## src/rtl/count_rollover_tracker.sv

```systemverilog
// Tracks 15->0 rollovers and compare matches of an upstream 4-bit up counter, and flags illegal steps.
// Define ROLLOVER_SAT_EN to make wrap_cnt saturate at all-ones, which parks the FSM in SAT.
module count_rollover_tracker #(
  parameter int unsigned WRAP_W = 8
) (
  input  logic              clk,
  input  logic              rst,
  input  logic [3:0]        count,
  input  logic              load,
  input  logic [3:0]        match_val,
  input  logic              clr,
  output logic              wrap_tick,
  output logic [WRAP_W-1:0] wrap_cnt,
  output logic              match_tick,
  output logic              match_flag,
  output logic              err_flag,
  output logic [1:0]        state
);

  typedef enum logic [1:0] {
    StIdle  = 2'd0,
    StTrack = 2'd1,
    StSat   = 2'd2
  } state_e;

  state_e            state_q, state_d;
  logic [3:0]        prev_q, prev_d;
  logic              load_q, load_d;
  logic              wrap_tick_q, wrap_tick_d;
  logic              match_tick_q, match_tick_d;
  logic              match_flag_q, match_flag_d;
  logic              err_flag_q, err_flag_d;
  logic [WRAP_W-1:0] wrap_cnt_q, wrap_cnt_d;

  logic [3:0] prev_inc;
  logic       step_legal;
  logic       wrap_det;
  logic       match_det;

  // A reload may land on any value, so load_q excuses the step and suppresses the wrap.
  assign prev_inc   = prev_q + 4'd1;
  assign step_legal = (count == prev_q) || (count == prev_inc) || load_q;
  assign wrap_det   = (prev_q == 4'hF) && (count == 4'h0) && !load_q;
  assign match_det  = (count == match_val) && ((count != prev_q) || load_q);

  always_comb begin
    state_d      = state_q;
    prev_d       = count;
    load_d       = load;
    wrap_tick_d  = 1'b0;
    match_tick_d = 1'b0;
    match_flag_d = match_flag_q;
    err_flag_d   = err_flag_q;
    wrap_cnt_d   = wrap_cnt_q;

    if (clr) begin
      prev_d       = prev_q;
      load_d       = load_q;
      match_flag_d = 1'b0;
      err_flag_d   = 1'b0;
      wrap_cnt_d   = '0;
      state_d      = StIdle;
    end else begin
      case (state_q)
        StIdle: begin
          state_d = StTrack;
        end
        StTrack, StSat: begin
          if (wrap_det) begin
            wrap_tick_d = 1'b1;
`ifdef ROLLOVER_SAT_EN
            if (state_q == StTrack) begin
              wrap_cnt_d = wrap_cnt_q + {{(WRAP_W-1){1'b0}}, 1'b1};
              if (&wrap_cnt_d) begin
                state_d = StSat;
              end
            end
`else
            wrap_cnt_d = wrap_cnt_q + {{(WRAP_W-1){1'b0}}, 1'b1};
`endif
          end
          if (match_det) begin
            match_tick_d = 1'b1;
            match_flag_d = 1'b1;
          end
          if (!step_legal) begin
            err_flag_d = 1'b1;
          end
        end
        default: begin
          state_d = StIdle;
        end
      endcase
    end
  end

  always_ff @(posedge clk) begin
    if (rst) begin
      state_q      <= StIdle;
      prev_q       <= 4'd0;
      load_q       <= 1'b0;
      wrap_tick_q  <= 1'b0;
      match_tick_q <= 1'b0;
      match_flag_q <= 1'b0;
      err_flag_q   <= 1'b0;
      wrap_cnt_q   <= '0;
    end else begin
      state_q      <= state_d;
      prev_q       <= prev_d;
      load_q       <= load_d;
      wrap_tick_q  <= wrap_tick_d;
      match_tick_q <= match_tick_d;
      match_flag_q <= match_flag_d;
      err_flag_q   <= err_flag_d;
      wrap_cnt_q   <= wrap_cnt_d;
    end
  end

  assign wrap_tick  = wrap_tick_q;
  assign wrap_cnt   = wrap_cnt_q;
  assign match_tick = match_tick_q;
  assign match_flag = match_flag_q;
  assign err_flag   = err_flag_q;
  assign state      = state_q;

endmodule

```

## config.mk

```make
export PLATFORM = sky130hd
export DESIGN_NAME = count_rollover_tracker
export DESIGN_NICKNAME = d
export VERILOG_FILES = /design/src/rtl/count_rollover_tracker.sv
export SDC_FILE = /design/constraint.sdc
export NUM_CORES = 1
export LEC_CHECK = 0
export CAP_MARGIN = 40
export CORE_MARGIN = 2
export CORE_UTILIZATION = 42
export DETAILED_ROUTE_END_ITERATION = 6
export PLACE_DENSITY_LB_ADDON = 0.25
export SLEW_MARGIN = 10
export SYNTH_ARGS = -nofsm -noshare
export SYNTH_HDL_FRONTEND = slang
export SYNTH_SLANG_ARGS = --single-unit
```

## constraint.sdc

```tcl
create_clock -name clk -period 2.5 [get_ports clk]
set_input_delay 0.75 -clock clk [delete_from_list [all_inputs] [get_ports clk]]
set_output_delay 0.75 -clock clk [all_outputs]
set_load 0.02 [all_outputs]
```

Yosys cells after proc, flatten, opt, wreduce, memory -nomap -nowiden. Index checks and enable logic that the tools add are counted.

Shifts and indexed selects: 0. Muxes and demuxes: 3. Multipliers: 0. Magnitude comparators: 0. Reduce and logical (&&, ||, !) cells: 15. $add $sub $neg: 2. Divide/modulo/power cells: 0. Bitwise logic cells: 2. Equality and inequality tests: 7.

Operators by type and width (number): $eq A4 B4 Y1 (3); $add A8 B1 Y8 const B (1); $reduce_and A2 Y1 (3); $add A4 B1 Y4 const B (1); $eq A4 B4 Y1 const B (1); $logic_not A4 Y1 (1); $ne A4 B4 Y1 (1); $pmux W2 S2 (1); $reduce_or A2 Y1 (2); $logic_and A1 B1 Y1 (3); $logic_or A1 B1 Y1 (3); $reduce_or A3 Y1 (1); $eq A2 B1 Y1 const B (1); $eq A2 B2 Y1 const B (1); $logic_not A2 Y1 (1); $mux W1 (2); $not A1 Y1 (2); $logic_not A1 Y1 (1).

ROM bits: 0. Latch bits: 0. Memory bits (writable): 0. Memories kept: 0. Register bits: 19.

Longest topological paths before layout. Gate-level depths: netlist (run 1).

Word-level depth: 6. Depth in mapped cells: 6. Mapped depth without buffers: 5.

Least setup slack after synthesis (run 1). No wires, ideal clock.

Path kind: input port to flip-flop. From: input port count[2]. To: register wrap_cnt_q[7] (netlist: wrap_cnt[7]). Cell stages on the path: 5. Arrival: 1.864 ns. Setup time: 0.070 ns. Path slack: 0.566 ns. Cell sequence: and4bb_1 nand3_2 buf_6 or4_1 a21oi_1.

Cells in the longest elaborated chain, start to end: 4.

Ends and longest elaborated chain: start: declaration (RTL line 8) `input logic [3:0] count,`; $logic_not A4 Y1 (RTL line 43) `assign wrap_det = (prev_q == 4'hF) && (count == 4'h0) && !load_q;`; $logic_and A1 B1 Y1 (2 in series) (RTL line 43); $reduce_and A2 Y1 (no line); end signal: assignment (RTL line 115) `wrap_cnt_q <= wrap_cnt_d;`; end: declaration (RTL line 33) `logic [WRAP_W-1:0] wrap_cnt_q, wrap_cnt_d;`.

Every way passes these cells. A chain may end at the register's enable or synchronous reset.

Worst setup path after layout (run 1).
From: register wrap_cnt_q[2] (netlist: wrap_cnt[2]). To: output port wrap_cnt[2].

RTL lines: end: declaration (RTL line 13) `output logic [WRAP_W-1:0] wrap_cnt,`.

No word-level cell between the ends.

==> results of run 1 <==
[worst min-delay path, cell delays in order, from the launching register on]
cell and delay (ns):
dfxtp_1 0.33, nand2_1 0.05, o21ai_0 0.06
[layer usage]
metal,GRT usage (%),routed length (um)
met5,0,0
met4,5.56,10
met3,2.73,83
met2,31.6,951
met1,18.2,800
[power by group through the flow]
| stage | combinational (mW) | clock, mW | sequential [mW] |
|---|---|---|---|
| 6_report | 0.0808 | 0.179 | 0.300 |
| 5_1_grt | 0.0870 | 0.197 | 0.301 |
| 4_1_cts | 0.0814 | 0.181 | 0.300 |
| 3_5_place_dp | 0.0806 | 0 | 0.307 |
| 3_3_place_gp | 0.0792 | 0 | 0.307 |
| 2_1_floorplan | 0.0404 | 0 | 0.307 |
[kinds of logic after synthesis]
kind of cell               share of synthesized area [%]
AOI/OAI and AO/OA                                   7.80
and+or+nand+nor                                     24.7
other                                              0.425
buffers and inverters                               3.69
xor gates and xnor gates                            12.9
DFF                                                 40.9
adders and majority gates                           2.84
muxes                                               6.81
[stage by stage]
| stage | instance area [um^2] | hold WS (ns) |
|---|---|---|
| after floorplan | 882 | 0.501 |
| after global placement | 1190 | 0.439 |
| after detailed placement | 1190 | 0.451 |
| after CTS | 1220 | 0.480 |
| after global routing | 1220 | 0.519 |
| final | 1220 | 0.482 |
[cell type report]
class,count,area share [%]
multi-input combinational,71,40.0
sequential,18,29.4
timing repair buffer,32,24.5
clock buffer,4,2.97
tap,27,2.76
inverter,1,0.307
[worst paths after layout]
path	startpoint	end	cells after the start
setup / recovery	wrap_cnt[2]$_SDFFE_PP0P_	wrap_cnt[2]	1
hold / removal	err_flag$_SDFFE_PP0P_	err_flag$_SDFFE_PP0P_	2
setup reg to reg	prev_q[0]$_SDFFE_PP0N_	wrap_cnt[7]$_SDFFE_PP0P_	5
hold reg to reg	err_flag$_SDFFE_PP0P_	err_flag$_SDFFE_PP0P_	2
[Yosys cell counts, drive strengths merged]
master / number
nor4: 2
nor2: 10
conb: 1
a21oi: 5
o31ai: 2
and4bb: 1
xnor2: 8
nand4b: 1
buf: 4
or3: 3
o41ai: 1
and4: 1
and2b: 1
nor3b: 1
nand4: 2
nand2: 7
ha: 2
mux2i: 6
or2: 1
nand3: 5
inv: 1
dfxtp: 18
xor2: 5
or4: 2
o21ai: 4
[state kept, by name (all words and copies together) (netlist names)]
| register | count |
|---|---|
| err_flag | 1 |
| load_q | 1 |
| match_flag | 1 |
| match_tick | 1 |
| prev_q | 4 |
| state | 1 |
| wrap_cnt | 8 |
| wrap_tick | 1 |
==> run_results.csv, run 1 <==
group,metric,value,unit
global_route,gr-usage-all-layers,16.6,%
timing,min_period,2.12,ns
timing,fin_crit_sh,84.7,%
floorplanning,die_y,49.8,um
synthesis,syn-num-nets,108,
setup_path,slowest_delay,0.64,ns
global_route,grt_pass1_vias,775,
floorplanning,coreArea,1960,um^2
synthesis,syn_avg_cell_area,9.38,um^2
route,ant_nets,0,
synthesis,synth_cells,94,
timing,fmax,0.472,GHz
outcome,status,"complete, no violations",
timing,fin_ws,0.383,ns
timing,rsz0062_at_grt,"false",
power,combPwrFrac,14.4,%
synthesis,ys_warn_count,0,
clock_tree,cts-buffers-inserted,3,
timing,tns,0,ns
layout,diodes,0,
global_route,grt_max_degree,11,
clock_tree,post_cts_buffers,0,
layout,layout-drive-gt1-share,13.5,%
clock_tree,cts_tree,"built",
clock_tree,clock-sinks,18,
setup_path,path_buf_inv,1,
floorplanning,num_io_pins,26,
placed_design,dp_hpwl,1480,um
route,drt-total-wl,1850,um
setup_path,regToRegSetupSlack,0.72,ns
layout,layout_commonest_cell,"clkdlybuf4s50_1",
run,max-cap-violations,0,
synthesis,synth.yosys.seq_area_share,40.9,%
route,vias,756,
power,switching_share,23.6,%
layout,num-fill-cells,201,
power,power.total,0.561,mW
layout,instances_no_fill,153,
synthesis,synth.top_cell.area_share,40.9,%
clock_tree,cts.htree.levels,1,
layout,final_util,62.4,%
floorplanning,rows,16,
synthesis,yosys.area.top_type,"dfxtp_1",
clock_tree,clk_path_buf_depth,2,
power,power.leakage,0.456,nW
layout,multi_input_area,489,um^2
floorplanning,die_w,49.8,um
floorplanning,start_util,45.0,%
timing,fin_skew,0.00348,ns
power,peakVddDrop,0.313,mV
worst_hold_path,hold_class,"flip-flop to flip-flop",
layout,fin_nets,141,
placed_design,place_congestion,0.809,
timing,hold_viol,0,
route,vias_per_cell,4.94,
power,pwr-share-seq,53.6,%
timing,slew_violations,0,
clock_tree,root_buffer,"clkbuf_4",
route,wl_per_cell,12.1,um
layout,register_area,360,um^2
clock_tree,postCtsHoldBufs,0,
layout,final_cell_mix,"clkdlybuf4s50_1 (24), dfxtp_1 (18), nor2_1 (10)",
setup_path,start_kind,"flip-flop",
placed_design,portBuffers,24,
setup_path,critical_path_arrival,1.37,ns
synthesis,synth_area_leaders,"dfxtp_1 (41%), xnor2_1 (7.9%), mux2i_1 (6.8%)",
floorplanning,dieArea,2480,um^2
route,firstDrtPassIters,6,
setup_path,required,1.75,ns
global_route,antenna_found_initial,0,
power,power_frac_clock,32.0,%
power,power_switching,0.132,mW
synthesis,ys_ff_latch,18,
setup_path,crit_chain,"clkdlybuf4s50_1",
placed_design,placed_cells,149,
placed_design,pre_cts_ws,0.0924,ns
route,drc,0,
clock_tree,post_cts_resized,0,
setup_path,critPathKind,"flip-flop to primary output",
layout,syn2layout_area_growth,38.7,%
setup_path,cp_max_fo,6,
setup_path,critical_path.endpoint_type,"primary output",
power,p_int,0.428,mW
power,powerDensity,458,nW/um^2
clock_tree,insertion_delay,0.29,ns
setup_path,critPathSlowestCell,"clkdlybuf4s50_1",
setup_path,crit_family,"buffers and inverters",
clock_tree,clkTransAtPathRegs,0.10,ns
synthesis,yosysUniqueCellTypes,29,
global_route,grt_overflow_total,0,
global_route,grt_pass1_wl,3190,um
synthesis,synth.cell_area,882,um^2
timing,setup_viol,0,
route,drtIter0Drc,5,
Note: power is estimated with default switching activity, not from simulation.
==> inputs of run 2 (changes only) <==
--- a/config.mk
+++ b/config.mk
@@ -7,7 +7,7 @@
 export LEC_CHECK = 0
 export CAP_MARGIN = 40
 export CORE_MARGIN = 2
-export CORE_UTILIZATION = 42
+export CORE_UTILIZATION = 41
 export DETAILED_ROUTE_END_ITERATION = 6
 export PLACE_DENSITY_LB_ADDON = 0.25
 export SLEW_MARGIN = 10
==> constraint.sdc (replaced) <==
create_clock -name clk -period 1.7 [get_ports clk]
set_input_delay 0.51 -clock clk [delete_from_list [all_inputs] [get_ports clk]]
set_output_delay 0.51 -clock clk [all_outputs]
set_load 0.02 [all_outputs]
==> run 2 against run 1 <==
Worst hold slack worse by 0.011 ns. Routed wire length increased by 2.3%. Worst setup slack worse by 0.35 ns. Cell count increased by 3.3%. Sequential share of layout area fell by 0.73 points. Via count is 2.9% higher. Clock skew about the same. Register-to-register slack worse by 0.60 ns. Sequential power grew 46%.
==> run_results.csv, run 2 (synthesis gave the netlist of run 1 again) <==
group,metric,value,unit
clock_tree,insertion_delay,0.28,ns
route,vias,778,
global_route,antenna_found_initial,0,
floorplanning,dieArea,2540,um^2
setup_path,cp_max_fo,8,
power,power.total,0.763,mW
global_route,grt_pass1_vias,770,
floorplanning,num_io_pins,26,
global_route,grt_pass1_wl,3140,um
layout,diodes,0,
floorplanning,die_w,50.4,um
timing,slew_violations,0,
route,firstDrtPassIters,4,
setup_path,critical_path.endpoint_type,"flip-flop",
setup_path,r2r-start,"prev_q[0]$_SDFFE_PP0N_",
timing,fin_crit_sh,98.2,%
power,powerDensity,608,nW/um^2
route,vias_per_cell,4.92,
setup_path,ff2ff_path_depth,5,
timing,fin_skew,0.00385,ns
setup_path,start_kind,"input port",
floorplanning,start_util,44.1,%
worst_hold_path,hold_class,"flip-flop to flip-flop",
timing,min_period,1.67,ns
timing,setup_viol,0,
power,peakVddDrop,0.344,mV
floorplanning,die_y,50.4,um
worst_hold_path,holdPathStages,2,
timing,fmax,0.599,GHz
route,drt-total-wl,1890,um
placed_design,portBuffers,24,
layout,layout_commonest_cell,"dfxtp_1",
clock_tree,cts.htree.levels,1,
route,drtIter0Drc,9,
setup_path,required,1.92,ns
clock_tree,root_buffer,"clkbuf_4",
floorplanning,rows,16,
layout,num-fill-cells,184,
floorplanning,coreArea,2000,um^2
outcome,status,"complete, no violations",
route,drc,0,
worst_hold_path,hp-start,"match_flag$_SDFFE_PP0P_",
clock_tree,cts-buffers-inserted,3,
clock_tree,clk_path_buf_depth,2,
route,ant_nets,0,
setup_path,regToRegSetupSlack,0.12,ns
clock_tree,cts_tree,"built",
setup_path,critPathKind,"input port to flip-flop",
setup_path,r2r-end,"wrap_cnt[5]$_SDFFE_PP0P_",
timing,hold_ws,0.471,ns
layout,largest_reg_flops,8,
layout,final_area,1250,um^2
global_route,grt_max_degree,10,
placed_design,dpl_cell_area,1230,um^2
clock_tree,post_cts_buffers,0,
placed_design,place_congestion,0.792,
timing,rsz0062_at_grt,"false",
layout,syn2layout_area_growth,42.3,%
global_route,grt_overflow_total,0,
timing,hold_viol,0,
layout,layout-drive-gt1-share,19.1,%
placed_design,dp_hpwl,1570,um
run,max-cap-violations,0,
clock_tree,postCtsHoldBufs,0,
route,wl_per_cell,11.9,um
clock_tree,clkTransAtPathRegs,0.09,ns
layout,fin_nets,147,
clock_tree,clock-sinks,18,
layout,final_cell_mix,"dfxtp_1 (18), dlygate4sd2_1 (16), buf_4 (14)",
global_route,gr-usage-all-layers,16.3,%
power,power.leakage,0.544,nW
setup_path,critical_path_arrival,1.89,ns
worst_hold_path,hold_end,"match_flag$_SDFFE_PP0P_",
==> run 2: cell types whose count changed in the layout (fill, tap and decap cells not counted), sizes merged <==
cell	change
buf	+6
clkdlybuf4s50	-16
clkbuf	-1
dlygate4sd2	+16
==> run 2: layer usage <==
metal / routed length [um] / GRT usage [%] / up-vias
li1: - / - / 405
met1: 814 / 17.2 / 355
met2: 993 / 31.4 / 16
met3: 56 / 1.79 / 2
met4: 23 / 8.11 / 0
met5: 0 / 0 / -
==> run 2: metrics by stage <==
step           TNS (ns)  instances  setup slack [ns]  utilization, %
5_1_grt               0        158           0.00689            62.7
6_report              0        158            0.0308            62.7
3_5_place_dp      -3.27        155            -0.485            61.6
2_1_floorplan         0         94           0.00637               -
4_1_cts               0        158            0.0273            62.1
3_3_place_gp      -2.76        155            -0.405            61.6
==> run 2: cell type report <==
type	instances	area [um^2]	area share, %
multi-input cells	71	509	40.6
flip-flops and latches	18	360	28.7
repair buffers	38	325	25.9
well taps	27	33.8	2.69
clock buffers	3	22.5	1.79
inverters	1	3.75	0.299
==> run 2: worst max-delay path by stage <==
stage,startpoint,end,slack (ns)
3_3_place_gp,count[2],wrap_cnt[7]$_SDFFE_PP0P_,-0.40
4_1_cts,count[0],wrap_cnt[6]$_SDFFE_PP0P_,0.03
3_5_place_dp,count[2],wrap_cnt[7]$_SDFFE_PP0P_,-0.48
6_report,count[0],wrap_cnt[5]$_SDFFE_PP0P_,0.03
2_1_floorplan,count[2],wrap_cnt[7]$_SDFFE_PP0P_,0.006
5_1_grt,count[0],wrap_cnt[5]$_SDFFE_PP0P_,0.007
==> run 2: report_power, final <==
group,internal [mW],switching (mW)
clock network,0.0821,0.117
registers,0.431,0.00833
logic,0.0688,0.0553
total,0.582,0.181
==> run 2: critical path: stages <==
cell and delay (ns):
clkdlybuf4s50_1 0.43, and2b_2 0.25, nand3_4 0.11, or4_1 0.47, a21oi_1 0.12
==> run 2: repair_timing <==
action                                  in CTS  in global routing
endpoints found under the setup margin      17                  2
resized for setup                           19                  3
pin swaps                                    7                  0
